--- src/rtl/axis_blender_pkg.sv ---
// Shared types and constants for the axis_blender frame scheduler.
package axis_blender_pkg;

    typedef enum logic {
        IDLE = 1'b0,
        RUN  = 1'b1
    } state_t;

    localparam int C_SEL_BITS   = 2;
    localparam int C_MAX_LAYERS = 4;

endpackage

--- src/rtl/blender_scan_cnt.sv ---
// Raster col/row counter: load latches the canvas size and rewinds to (0,0),
// adv steps one pixel and wraps back to (0,0) after the last pixel.
module blender_scan_cnt #(
    parameter int C_IMG_WBITS = 12,
    parameter int C_IMG_HBITS = 12
) (
    input  logic                   clk,
    input  logic                   resetn,
    input  logic                   load,
    input  logic                   adv,
    input  logic [C_IMG_WBITS-1:0] width,
    input  logic [C_IMG_HBITS-1:0] height,
    output logic [C_IMG_WBITS-1:0] col,
    output logic [C_IMG_HBITS-1:0] row,
    output logic                   last_col,
    output logic                   last_pix
);

    logic [C_IMG_WBITS-1:0] width_r;
    logic [C_IMG_HBITS-1:0] height_r;
    logic                   last_row;

    // Sizes are never zero while counting, so size-1 cannot underflow in use.
    assign last_col = (col == width_r - C_IMG_WBITS'(1));
    assign last_row = (row == height_r - C_IMG_HBITS'(1));
    assign last_pix = last_col & last_row;

    always_ff @(posedge clk) begin
        if (!resetn) begin
            width_r  <= '0;
            height_r <= '0;
            col      <= '0;
            row      <= '0;
        end else if (load) begin
            width_r  <= width;
            height_r <= height;
            col      <= '0;
            row      <= '0;
        end else if (adv) begin
            if (last_col) begin
                col <= '0;
                row <= last_row ? '0 : row + C_IMG_HBITS'(1);
            end else begin
                col <= col + C_IMG_WBITS'(1);
            end
        end
    end

endmodule

--- src/rtl/axis_blender_sched.sv ---
// Frame scheduler: sweeps the canvas in raster order, gates the output beat on
// every needed layer being valid, pops needed layers and frames the stream.
module axis_blender_sched
    import axis_blender_pkg::*;
#(
    parameter int C_LAYERS    = 2,
    parameter int C_IMG_WBITS = 12,
    parameter int C_IMG_HBITS = 12
) (
    input  logic                   clk,
    input  logic                   resetn,
    input  logic                   fsync,
    input  logic [C_IMG_WBITS-1:0] img_width,
    input  logic [C_IMG_HBITS-1:0] img_height,
    output logic [C_IMG_WBITS-1:0] col_idx,
    output logic [C_IMG_HBITS-1:0] row_idx,
    input  logic [C_LAYERS-1:0]    s_need,
    input  logic [C_LAYERS-1:0]    s_valid,
    output logic [C_LAYERS-1:0]    s_next,
    output logic                   m_axis_tvalid,
    output logic                   m_axis_tuser,
    output logic                   m_axis_tlast,
    input  logic                   m_axis_tready,
    output logic [C_SEL_BITS-1:0]  m_sel,
    output logic                   m_bg,
    output logic                   busy,
    output logic                   frame_done
);

    state_t state, state_nx;
    logic   run, ready_all, xfer;
    logic   load, adv, last_col, last_pix;

    blender_scan_cnt #(
        .C_IMG_WBITS(C_IMG_WBITS),
        .C_IMG_HBITS(C_IMG_HBITS)
    ) u_scan (
        .clk     (clk),
        .resetn  (resetn),
        .load    (load),
        .adv     (adv),
        .width   (img_width),
        .height  (img_height),
        .col     (col_idx),
        .row     (row_idx),
        .last_col(last_col),
        .last_pix(last_pix)
    );

    assign run       = (state == RUN);
    // A layer that is not needed for this pixel never blocks the beat.
    assign ready_all = &(~s_need | s_valid);
    assign xfer      = m_axis_tvalid & m_axis_tready;

    always_comb begin
        state_nx = state;
        load     = 1'b0;
        adv      = 1'b0;
        unique case (state)
            IDLE: begin
                if (fsync && (img_width != '0) && (img_height != '0)) begin
                    load     = 1'b1;
                    state_nx = RUN;
                end
            end
            RUN: begin
                if (xfer) begin
                    adv = 1'b1;
                    if (last_pix) state_nx = IDLE;
                end
            end
            default: state_nx = IDLE;
        endcase
    end

    always_ff @(posedge clk) begin
        if (!resetn) begin
            state      <= IDLE;
            frame_done <= 1'b0;
        end else begin
            state      <= state_nx;
            frame_done <= run & xfer & last_pix;
        end
    end

    always_comb begin
        m_sel = '0;
        for (int i = 0; i < C_LAYERS; i++) begin
            if (run && s_need[i]) m_sel = C_SEL_BITS'(i);
        end
    end

    assign m_axis_tvalid = run & ready_all;
    assign s_next        = s_need & {C_LAYERS{xfer}};
    assign m_axis_tuser  = run & (col_idx == '0) & (row_idx == '0);
    assign m_axis_tlast  = run & last_col;
    assign m_bg          = ~|s_need;
    assign busy          = run;

endmodule

--- config.mk ---
export PLATFORM = sky130hd
export DESIGN_NAME = axis_blender_sched
export DESIGN_NICKNAME = d
export VERILOG_FILES = /design/src/rtl/axis_blender_pkg.sv /design/src/rtl/blender_scan_cnt.sv /design/src/rtl/axis_blender_sched.sv
export SDC_FILE = /design/constraint.sdc
export NUM_CORES = 1
export LEC_CHECK = 0
export ABC_CLOCK_PERIOD_IN_PS = 8750
export BUFFER_PORTS_ARGS = -buffer_cell sky130_fd_sc_hd__buf_2
export CAP_MARGIN = 20
export CORE_ASPECT_RATIO = 0.9
export CORE_MARGIN = 2
export CORE_UTILIZATION = 35
export DETAILED_ROUTE_END_ITERATION = 8
export HOLD_SLACK_MARGIN = 0.02
export SETUP_SLACK_MARGIN = 0.4
export SYNTH_ARGS = -nofsm -noshare
export SYNTH_HDL_FRONTEND = slang
export SYNTH_SLANG_ARGS = --single-unit
--- constraint.sdc ---
create_clock -name clk -period 8.75 [get_ports clk]
set_clock_uncertainty 0.15 [all_clocks]
set_input_delay 1.75 -clock clk [delete_from_list [all_inputs] [get_ports clk]]
set_output_delay 1.75 -clock clk [all_outputs]
set_load 0.05 [all_outputs]
==> results.json, run 1 <==
{
  "reg2regPathDepth": 9,
  "row_count": 33,
  "synthCells": 385,
  "antenna_found_initial": 0,
  "power.density_nw_per_um2": 132,
  "holdWs_ns": 0.406,
  "clk_latency_ns": 0.30,
  "syn_area_sq_um": 3210,
  "cp_data_arrival_time_ns": 2.85,
  "finish.utilization_pct": 41.1,
  "r2r_start": "u_scan.height_r[0]",
  "drtAntennaViolNets": 0,
  "drtIter0Drc": 200,
  "drc": 0,
  "dp_worst_setup_slack_ns": 4.04,
  "min_from": "u_scan.width_r[11]",
  "placedCellCount": 555,
  "cts_tree": "built",
  "ys_ff_latch": 50,
  "first_global_vias": 2661,
  "status": "completed",
  "io_buffers": 64,
  "min_period_ns": 4.75,
  "initial_core_util_pct": 35.6,
  "critPathLaunch": "u_scan.width_r[0]",
  "post-route-period-util_pct": 54.3,
  "async_flop_share_pct": 0,
  "grt_max_degree": 28,
  "synth_nets": 423,
  "path_cells": "inv_1 > ha_1 > nand2b_1 > o211a_1 > o31ai_1 > o41ai_2 > or3_2 > nor2_1 > buf_2",
  "max-vdd-ir-drop_mv": 0.0817,
  "cts-htree-levels": 2,
  "drive_gt1_share_pct": 20.7,
  "path_delay_family": "simple AND/OR/NAND/NOR gates",
  "drv_cap": 0,
  "num_vias": 2954,
  "setup_violations": 0,
  "p_leak_uw": 0.00153,
  "numCtsBuffers": 5,
  "report.final.hold_viol_count": 0,
  "synthTopCellsByArea": "dfxtp_1 (31%), mux2i_1 (7.8%), xnor2_1 (5.2%)",
  "drt-total-wl_microns": 8320,
  "grt_pass1_wl_microns": 13500,
  "die_w_microns": 105,
  "slew_violations": 0,
  "core_sq_um": 9000,
  "tns_ns": 0,
  "yosys_warnings": 0,
  "nNetsFinal": 478,
  "hold_buffers": 0,
  "holdPathEnd": "u_scan.width_r[11]",
  "fp.dieH_microns": 94.8,
  "end_kind": "output pin",
  "holdPathStages": 2,
  "rsz0062_at_grt": "false",
  "relSlewSlack_pct": 46.7,
  "cp_slowest_cell": "or3_2",
  "ff_latch_area_sq_um": 1000,
  "fin_cells": 561,
  "synth_top_flop_cell": "dfxtp_1",
  "worstSetupStartpointType": "flop",
  "clockBufferDepth": 2,
  "hold_class": "flop to flop",
  "cp.buffers_inverters": 2,
  "critPathMaxFanout": 8,
  "dp_hpwl_microns": 6430,
  "synth_cell_types": 54,
  "pin_count": 66,
  "layout-area-overhead-vs-synth_pct": 15.3,
  "vias_per_cell": 5.27,
  "cts_sinks": 50,
  "die_area_sq_um": 9950,
  "drtPass1Iterations": 4,
  "max_freq_ghz": 0.211,
  "synth_top_area_share_pct": 31.2,
  "cts_resized": 0,
  "synth_edf_count": 0,
  "synth-seq-area-share_pct": 31.2,
  "setup_slack_ns": 4.00,
  "antenna_cells": 0,
  "reg2reg_to": "u_scan.row[6]",
  "crit_required_ns": 6.85,
  "r2r_slack_ns": 5.32,
  "cp_slowest_stage_delay_ns": 0.53,
  "avgSynthCellArea_sq_um": 8.33,
  "multi_input_area_sq_um": 2060,
  "grt.total_usage_pct": 16.7,
  "post_drt_wl_per_cell_microns": 14.8,
  "worst_slew_pin_slew_ns": 0.795,
  "post_cts_buffers": 0,
  "grt_overflow": 0,
  "cts_root_buffer": "clkbuf_8",
  "clk_pin_slew_ns": 0.09,
  "crit_type": "flop to output pin",
  "yosysTopAreaCell": "dfxtp_1",
  "nFillCells": 949,
  "gp_congestion": 0.924
}
## routing by layer
| metal | vias to the layer above | GRT usage (%) | share of wire (%) |
|---|---|---|---|
| met1 | 1390 | 24.1 | 51 |
| met4 | 0 | 2.67 | 0.59 |
| li1 | 1485 | - | - |
| met3 | 4 | 2.35 | 4.4 |
| met2 | 75 | 26.8 | 44 |
| met5 | - | 0 | 0 |
## cell families after synthesis
| kind of cell | share of synthesized area, % |
|---|---|
| adder cells (fa/ha/maj) | 2.34 |
| flip-flops | 31.2 |
| XOR/XNOR | 10.5 |
| buffers and inverters | 4.80 |
| other | 0.117 |
| multiplexers | 8.15 |
| AO/OA/AOI/OAI | 11.8 |
| AND/OR/NAND/NOR | 31.0 |
## final cells by class
type / instances / area share [%]
Multi-Input combinational cell: 300 / 55.7
Sequential cell: 50 / 27.1
Timing Repair Buffer: 67 / 9.27
Tap cell: 122 / 4.13
Clock buffer: 6 / 2.23
Inverter: 16 / 1.62
## synth_stat cells (4+ instances only)
cell,instances
nand2b_1,4
a21oi_1,15
clkbuf_1,15
inv_1,16
mux2i_1,25
nand3b_1,4
nor4_1,15
nor2_1,31
and2_1,5
a21o_1,4
nand4_1,14
xnor2_1,19
xor2_1,17
and4_1,4
and3_1,6
ha_1,6
dfxtp_1,50
nand2_1,18
a31oi_1,4
nand3_1,19
o21ai_0,9
nor2b_1,25
or3_1,5
nor3_1,11
## state kept, by name, indices dropped and copies added, names as in the netlist
signal and cells:
u_scan.row 12, busy 1, u_scan.height_r 12, u_scan.width_r 12, u_scan.col 12, frame_done 1
## through the flow
stage          power (uW)  instance area (sq um)
6_report              488                   3700
5_1_grt               512                   3700
4_1_cts               490                   3700
3_5_place_dp          357                   3620
3_3_place_gp          353                   3620
2_1_floorplan         329                   3210
## layout by cell type, fill, tap and decap left out, drive strengths merged, types with 5 or more instances in the layout
| cell type | netlist | final |
|---|---|---|
| mux2i | 25 | 25 |
| or3 | 7 | 7 |
| nor4 | 15 | 15 |
| nor3 | 13 | 13 |
| nor2b | 25 | 25 |
| clkbuf | 15 | 6 |
| and2 | 5 | 5 |
| dfxtp | 50 | 50 |
| nand2 | 18 | 18 |
| o21ai | 9 | 9 |
| xnor2 | 19 | 19 |
| a21oi | 15 | 15 |
| nor2 | 31 | 31 |
| ha | 6 | 6 |
| xor2 | 17 | 17 |
| nand3 | 19 | 19 |
| buf | 4 | 67 |
| a21o | 5 | 5 |
| and3 | 6 | 6 |
| inv | 16 | 16 |
| nand4 | 14 | 14 |
## power by group
part | leakage [uW] | switching (uW) | internal, uW
logic | 0.00108 | 57.4 | 46.7
clock network | 0.0000431 | 75.4 | 61.3
registers | 0.000407 | 12.3 | 235
## worst register-to-register path, stage by stage, from the launching register on
cell and delay (ns):
dfxtp_1 0.38, inv_1 0.08, ha_1 0.31, or4b_2 0.66, o21ai_0 0.10, o211ai_1 0.17
a2111oi_2 0.31, nand4_1 0.22, o31ai_2 0.69, o21ba_2 0.26
## how the worst max path moves through the flow
stage                              end  slack, ns  cells past startpoint
after detailed placement     s_next[1]       4.04                      5
after CTS                 m_axis_tlast       4.00                      9
after floorplan           m_axis_tlast       4.03                      7
final                     m_axis_tlast       4.00                      9
after global routing      m_axis_tlast       3.79                      9
after global placement       s_next[0]       4.13                      5
No activity file was read; power rests on OpenSTA's default activity.
==> inputs of run 2 (changes only) <==
- ABC_CLOCK_PERIOD_IN_PS: 8750 -> 4000
- clock period: 8.75 -> 4 ns (I/O delays scaled with it)
==> results.json, run 2 (same netlist as run 1, synthesis figures left out) <==
{
  "status": "completed",
  "p_leak_uw": 0.00156,
  "clk_latency_ns": 0.31,
  "min_from": "u_scan.width_r[11]",
  "r2r_start": "u_scan.height_r[5]",
  "numCtsBuffers": 5,
  "drive_gt1_share_pct": 22.7,
  "final_cell_mix": "buf_2 (63), dfxtp_1 (48), nor2_1 (30)",
  "num_vias": 2944,
  "dp_hpwl_microns": 6450,
  "grt_overflow": 0,
  "worst_slew_pin_slew_ns": 0.534,
  "max-vdd-ir-drop_mv": 0.150,
  "p_sw_share_pct": 29.9,
  "antenna_cells": 0,
  "cp_slowest_cell": "or3_4",
  "dp_worst_setup_slack_ns": 0.619,
  "first_global_vias": 2760,
  "min_period_ns": 3.38,
  "drc": 0,
  "critPathMaxFanout": 4,
  "wl_met1_microns": 4390,
  "report.final.hold_viol_count": 0,
  "core_sq_um": 9000,
  "highest_layer": "met4",
  "row_count": 33,
  "max_freq_ghz": 0.295,
  "hold_class": "flop to flop",
  "nNetsFinal": 481,
  "fp.dieH_microns": 94.8,
  "r2r_slack_ns": 0.66,
  "rsz0062_at_grt": "false",
  "path_cells": "inv_1 > ha_2 > xor2_1 > nand2_1 > nor4b_2 > nand4_1 > or3_4 > nor2_2 > buf_4",
  "drt-total-wl_microns": 8420,
  "drtPass1Iterations": 4,
  "p_int_uw": 762,
  "combinationalPowerShare_pct": 21.7,
  "tns_ns": 0,
  "worstSetupStartpointType": "flop",
  "die_w_microns": 105,
  "gp_congestion": 0.902,
  "pin_count": 66,
  "antenna_found_initial": 0,
  "cts_root_buffer": "clkbuf_8",
  "met3_length_microns": 340,
  "clockBufferDepth": 2,
  "drv_cap": 0,
  "grt_pass1_wl_microns": 13900,
  "cts_tree": "built",
  "layout_commonest_cell": "buf_2",
  "crit_type": "flop to output pin",
  "crit_required_ns": 3.05,
  "vias_per_cell": 5.20,
  "cp_data_arrival_time_ns": 2.43,
  "grt_max_degree": 28,
  "end_kind": "output pin",
  "cp_slowest_stage_delay_ns": 0.44,
  "cts-htree-levels": 2,
  "power.density_nw_per_um2": 289,
  "post-route-period-util_pct": 84.6,
  "grt.total_usage_pct": 17.3,
  "met2_length_microns": 3560,
  "holdPathEnd": "u_scan.width_r[11]",
  "initial_core_util_pct": 35.6,
  "slew_violations": 0,
  "layout-area-overhead-vs-synth_pct": 17.4,
  "pwr-share-clk_pct": 28.4,
  "p_switching_uw": 325,
  "drtAntennaViolNets": 0,
  "reg2regPathDepth": 8,
  "clk_pin_slew_ns": 0.09,
  "cts_sinks": 50,
  "setup_slack_ns": 0.615,
  "drtIter0Drc": 185,
  "reg2reg_to": "u_scan.row[6]",
  "setup_violations": 0,
  "p_seq_share_pct": 49.9,
  "io_buffers": 64,
  "die_area_sq_um": 9950,
  "post_drt_wl_per_cell_microns": 14.9,
  "relSlewSlack_pct": 64.1,
  "holdPathStages": 2
}
==> run 2: layer usage <==
layer	up-vias	track usage, %
met5	-	0
met4	0	4.78
met3	12	2.69
met2	59	26.4
met1	1376	25.2
li1	1497	-
==> run 2: metrics by stage <==
stage	cells	hold slack (ns)	total power, uW	util [%]	instance area, sq um
after floorplan	385	0.357	721	-	3210
after global placement	556	0.392	778	40.3	3630
after detailed placement	556	0.408	783	40.3	3630
after CTS	566	0.418	1090	41.5	3740
after global routing	566	0.462	1140	41.9	3770
final	566	0.416	1090	41.9	3770
==> run 2: how the worst max path moves through the flow <==
| stage | from | end | slack (ns) | cells past startpoint |
|---|---|---|---|---|
| floorplan | u_scan.col[5] | m_axis_tlast | 0.45 | 7 |
| global placement | u_scan.width_r[0] | m_axis_tlast | 0.70 | 9 |
| detailed placement | u_scan.width_r[0] | m_axis_tlast | 0.62 | 9 |
| CTS | u_scan.width_r[1] | m_axis_tlast | 0.44 | 9 |
| global route | u_scan.height_r[0] | u_scan.row[6] | 0.44 | 10 |
| finish | u_scan.width_r[1] | m_axis_tlast | 0.62 | 9 |
==> run 2: worst max-delay path, delay by kind of cell, from the launching register on <==
kind | cells | cell delay (ns)
simple gates | 5 | 1.00
flops | 1 | 0.39
fa+ha+maj | 1 | 0.32
buf+inv | 2 | 0.27
xor+xnor | 1 | 0.14
==> run 2: cell type report <==
type,instances,area [sq um]
tap,122,153
fill,956,5230
clock buffer,7,86.3
inverter,16,60.1
multi-input combinational,300,2090
sequential,50,1000
clock inverter,1,5.00
timing repair buffer,70,368
==> run 2: what timing repair did <==
item	CTS	global route
gates resized for setup	2	7
buffers inserted	2	0
setup endpoints to repair	1	1
hold buffers	0	0
pin swaps	1	0
==> run 2: power groups by stage <==
| stage | registers [uW] | clock network [uW] | logic (uW) |
|---|---|---|---|
| 6_report | 543 | 308 | 236 |
| 5_1_grt | 546 | 337 | 260 |
| 4_1_cts | 541 | 316 | 233 |
| 3_5_place_dp | 553 | 0 | 230 |
| 3_3_place_gp | 551 | 0 | 226 |
| 2_1_floorplan | 547 | 0 | 174 |
